==> config.mk <==
export PLATFORM = sky130hd
export DESIGN_NAME = mac_pe
export DESIGN_NICKNAME = d
export VERILOG_FILES = /design/src/rtl/mac_pe.sv
export SDC_FILE = /design/constraint.sdc
export NUM_CORES = 1
export LEC_CHECK = 0
export CORE_MARGIN = 4
export CORE_UTILIZATION = 54
export CTS_BUF_LIST = sky130_fd_sc_hd__clkbuf_16
export DETAILED_ROUTE_END_ITERATION = 16
export GPL_TIMING_DRIVEN = 1
export PLACE_DENSITY = 0.79
export SYNTH_ARGS = -nofsm -noshare
export SYNTH_HDL_FRONTEND = slang
export SYNTH_SLANG_ARGS = --single-unit
export TNS_END_PERCENT = 5
==> constraint.sdc <==
create_clock -name clk -period 2.75 [get_ports clk]
set_clock_uncertainty 0.1 [all_clocks]
set_input_delay 0.4125 -clock clk [delete_from_list [all_inputs] [get_ports clk]]
set_output_delay 0.4125 -clock clk [all_outputs]
set_load 0.03 [all_outputs]
==> src/rtl/mac_pe.sv <==
// Signed multiply-accumulate PE for a weight-stationary systolic array.
// It forwards its operands downstream, registers their product, then adds the upstream partial sum.
module mac_pe #(
  parameter int unsigned IFMAP_BITWIDTH = 16,
  parameter int unsigned W_BITWIDTH     = 8,
  parameter int unsigned OFMAP_BITWIDTH = 32
) (
  input  logic                              clk,
  input  logic                              rstn,
  input  logic signed [W_BITWIDTH-1:0]      w_data_in,
  input  logic signed [IFMAP_BITWIDTH-1:0]  ifmap_data_in,
  input  logic signed [OFMAP_BITWIDTH-1:0]  MAC_data_in,
  output logic signed [W_BITWIDTH-1:0]      w_data_out,
  output logic signed [IFMAP_BITWIDTH-1:0]  ifmap_data_out,
  output logic signed [OFMAP_BITWIDTH-1:0]  MAC_data_out
);

  localparam int unsigned PROD_BITWIDTH = W_BITWIDTH + IFMAP_BITWIDTH;

  logic signed [W_BITWIDTH-1:0]     w_q,     w_d;
  logic signed [IFMAP_BITWIDTH-1:0] ifmap_q, ifmap_d;
  logic signed [PROD_BITWIDTH-1:0]  prod_q,  prod_d;
  logic signed [OFMAP_BITWIDTH-1:0] mac_q,   mac_d;

  logic signed [PROD_BITWIDTH-1:0]  w_ext;
  logic signed [PROD_BITWIDTH-1:0]  ifmap_ext;

  always_comb begin
    w_d       = w_data_in;
    ifmap_d   = ifmap_data_in;
    // Sign-extend both operands to the full product width so the product is exact.
    w_ext     = PROD_BITWIDTH'(w_data_in);
    ifmap_ext = PROD_BITWIDTH'(ifmap_data_in);
    prod_d    = w_ext * ifmap_ext;
    mac_d     = OFMAP_BITWIDTH'(prod_q) + MAC_data_in;
  end

  always_ff @(posedge clk or posedge rstn) begin
    if (rstn) begin
      w_q     <= '0;
      ifmap_q <= '0;
      prod_q  <= '0;
      mac_q   <= '0;
    end else begin
      w_q     <= w_d;
      ifmap_q <= ifmap_d;
      prod_q  <= prod_d;
      mac_q   <= mac_d;
    end
  end

  assign w_data_out     = w_q;
  assign ifmap_data_out = ifmap_q;
  assign MAC_data_out   = mac_q;

endmodule

==> reports/metrics.cfg, run 1 <==
[worst_setup_path]
crit_type=input port to register
end_kind=register
worstPathArrival_ps=4580
worst-r2r-setup-slack_ps=230
reg2regPathDepth=10
r2r-end=MAC_data_out[24]
startpoint_type=input port
worstPathMaxFanout=8
worstPathRequired_ps=2920
r2r_start=prod_q[0]

[grt]
grt_max_degree=30
grt_pass1_wl_um=36300
first_global_vias=7614
overflow=0
track_usage=0.258
antenna_found_initial=0

[cells_and_area]
syn_to_final_growth_pct=40.4
fin_util=0.770
n_antenna_cell=0
fill_cells=939
drive_gt1_frac=0.272
stdcell_count=1328
nNetsFinal=1373

[yosys]
synth_compound_area_frac=0.122
yosysWarnings=0
synth-edff-count=0
syn_nets=1087
yosys.area_share.xor_xnor=0.0538
synth_area_per_cell_um2=9.78
synthFlopType=dfrtp_1
synthSimpleGateAreaFrac=0.139
async_flop_share=1.00
ys_types=53
muxShareOfSynthArea=0.00136
synth_adder_area_share=0.365
syn_inst=849
synth-seq-cells=80
syn_area_um2=8300
seq_area_frac_synth=0.241
synth_top_family_by_area=adder cells

[sta]
finalHoldViolations=0
rsz0062_at_grt=yes
final.min_clock_period_ps=4410
setup_ws_ps=-1660
finalSetupViolations=19
fin_crit_sh=1.60
maxSlewViolCount=0
tightestPinTransition_ps=501
timing.fmax_mhz=227
fin_setup_tns_ps=-24180
slew_headroom=0.665

[routing]
post_drt_wl_per_cell_um=16.8
drt-pass1-iter-count=5
routed_wl_um=22300
drt-initial-drc-count=432
ant_nets=0
vias_per_cell=5.30
via_count=7032
drc=0

[run]
cap_violations=0

[cts]
insertion_delay_ps=350
cts_tree=yes
cts.sinks=80
holdBufCountCts=0
h-tree-depth=3
cts_buffers=9
cts-root-buf=clkbuf_16
clk_path_buf_depth=2
cts.clk_slew.worst_paths_ps=70

[power]
p_int_mw=7.39
p_sw_mw=5.81
power_mw=13.2
p_seq_frac=0.137
powerDensity_nw_per_um2=1130
clockPowerShare=0.085
ir_worst_vdd_v=0.000681
power_frac_comb=0.778
leakagePower_nw=5.64
power.share.switching=0.440

[min_path]
hold_class=input port to register
min_from=ifmap_data_in[12]
whs_endpoint=ifmap_data_out[12]
holdPathStages=1

[outcome]
outcome=finished with violations
violations=setup timing

[placement]
dp_hpwl_um=16000
io_buffers=113
place_congestion=0.908
dp_cells=1293

[floorplanning]
core_region_area_um2=15100
fp.dieH_um=132
num_rows=45
die_area_um2=17400
ioPinCount=114
die_x_um=132
initial_core_util=0.548

kinds of logic (layout without fill, tap and decap cells):
logic type               count (synthesis)  after routing
AO/OA/AOI/OAI                          147            147
XOR/XNOR                                51             51
adder cells (fa/ha/maj)                180            180
buffers and inverters                  169            460
flip-flops                              80             80
multiplexers                             1              1
AND/OR/NAND/NOR                        221            221
state kept, by name, indices dropped and copies added, names as in the netlist:
register	flops
MAC_data_out	32
w_data_out	8
ifmap_data_out	16
prod_q	24
cell usage after synthesis (all sizes together) (2+ instances only):
master | instances | share of area
a31oi | 6 | 0.0045
nand4 | 4 | 0.0030
a41o | 2 | 0.0024
a221oi | 3 | 0.0039
o21a | 6 | 0.0054
dfrtp | 80 | 0.24
a41oi | 2 | 0.0044
nor2b | 6 | 0.0045
a211o | 4 | 0.0042
nor2 | 35 | 0.016
nand2b | 7 | 0.0053
o31ai | 3 | 0.0027
o21ba | 2 | 0.0024
a221o | 2 | 0.0024
a21boi | 2 | 0.0018
a21oi | 49 | 0.030
o21ai | 24 | 0.015
nor3 | 5 | 0.0030
fa | 104 | 0.25
ha | 76 | 0.11
xnor2 | 37 | 0.039
nand3 | 12 | 0.0072
and2 | 94 | 0.071
buf | 2 | 0.0011
inv | 153 | 0.069
o211ai | 7 | 0.0075
nand2 | 49 | 0.022
a211oi | 2 | 0.0018
a21o | 16 | 0.014
clkbuf | 14 | 0.0063
xor2 | 14 | 0.015
and3 | 4 | 0.0030
o21bai | 9 | 0.0081
or3 | 3 | 0.0023
o2111ai | 2 | 0.0021
critical path, cell delays in order:
cell	delay, ps
buf_12	120
buf_12	130
and2_4	140
fa_1	590
fa_2	500
fa_1	600
inv_2	60
fa_1	580
inv_2	60
ha_4	210
and3_4	160
a221oi_2	240
o21bai_1	100
a41o_1	260
a221oi_2	280
xnor2_1	150
metal layers:
layer	track usage	part of all wire	vias to the layer above
li1	-	-	3293
met1	0.318	0.41	3427
met2	0.449	0.50	254
met3	0.0511	0.051	58
met4	0.0998	0.042	0
met5	0	0	-
through the flow:
stage / cell area [µm²] / hold slack [ps] / setup slack (ps)
final: 11700 / 154 / -1660
after global routing: 11700 / 150 / -1770
after CTS: 11600 / 147 / -1480
after detailed placement: 10900 / 359 / -2500
after global placement: 10900 / 351 / -2390
after floorplan: 8420 / 343 / -1720
layout make-up:
class                      count  area (µm²)  share of cell area
clock buffer                   9         225              0.0193
clock inverter                 7        38.8             0.00333
inverter                     153         579              0.0497
multi-input combinational    600        6070               0.521
sequential                    80        2000               0.172
tap                          188         235              0.0202
timing repair buffer         291        2510               0.215
cells in the final DEF (no fill, tap or decap), types with 6 or more instances in the layout:
cell type and n:
a21o_1 15, a21oi_1 33, a21oi_2 12, and2_1 81, and2_4 13, buf_2 14, buf_4 164, buf_6 12
clkbuf_16 9, clkdlybuf4s50_1 89, dfrtp_1 80, fa_1 98, fa_2 6, ha_1 60, ha_4 13, inv_1 137
inv_2 14, nand2_1 47, nand3_1 12, nor2_1 30, o21a_1 6, o21ai_0 11, o21ai_1 9, o21bai_1 8
xnor2_1 37, xor2_1 14
repair_timing:
item | CTS | global route
endpoints found under the setup margin | 25 | 28
buffers inserted | 12 | 4
gates cloned | 3 | 0
resized for setup | 170 | 25
pin swaps | 72 | 34
power by group through the flow:
stage          Clock [mW]  Sequential, mW  Combinational, mW
6_report             1.12            1.81               10.3
5_1_grt              1.18            1.87               11.2
4_1_cts              1.14            1.82               9.71
3_5_place_dp            0            1.84               8.95
3_3_place_gp            0            1.83               8.66
2_1_floorplan           0            2.32               5.18
worst max-delay path by stage:
stage                       startpoint          to  slack, ps
after CTS                 w_data_in[2]  prod_q[16]      -1480
after global placement    w_data_in[7]  prod_q[23]      -2390
after global routing      w_data_in[7]  prod_q[23]      -1770
after detailed placement  w_data_in[7]  prod_q[23]      -2500
after floorplan           w_data_in[2]  prod_q[23]      -1720
final                     w_data_in[6]  prod_q[23]      -1660
(Power assumes the default switching activity.)
==> run 2, diff against run 1 <==
--- a/config.mk
+++ b/config.mk
@@ -8,6 +8,7 @@
 export CORE_MARGIN = 4
 export CORE_UTILIZATION = 54
 export CTS_BUF_LIST = sky130_fd_sc_hd__clkbuf_16
+export CTS_CLUSTER_DIAMETER = 60
 export DETAILED_ROUTE_END_ITERATION = 16
 export GPL_TIMING_DRIVEN = 1
 export PLACE_DENSITY = 0.79
==> results of run 2 <==
No change in the layout: final DEF, timing and power equal those of run 1.
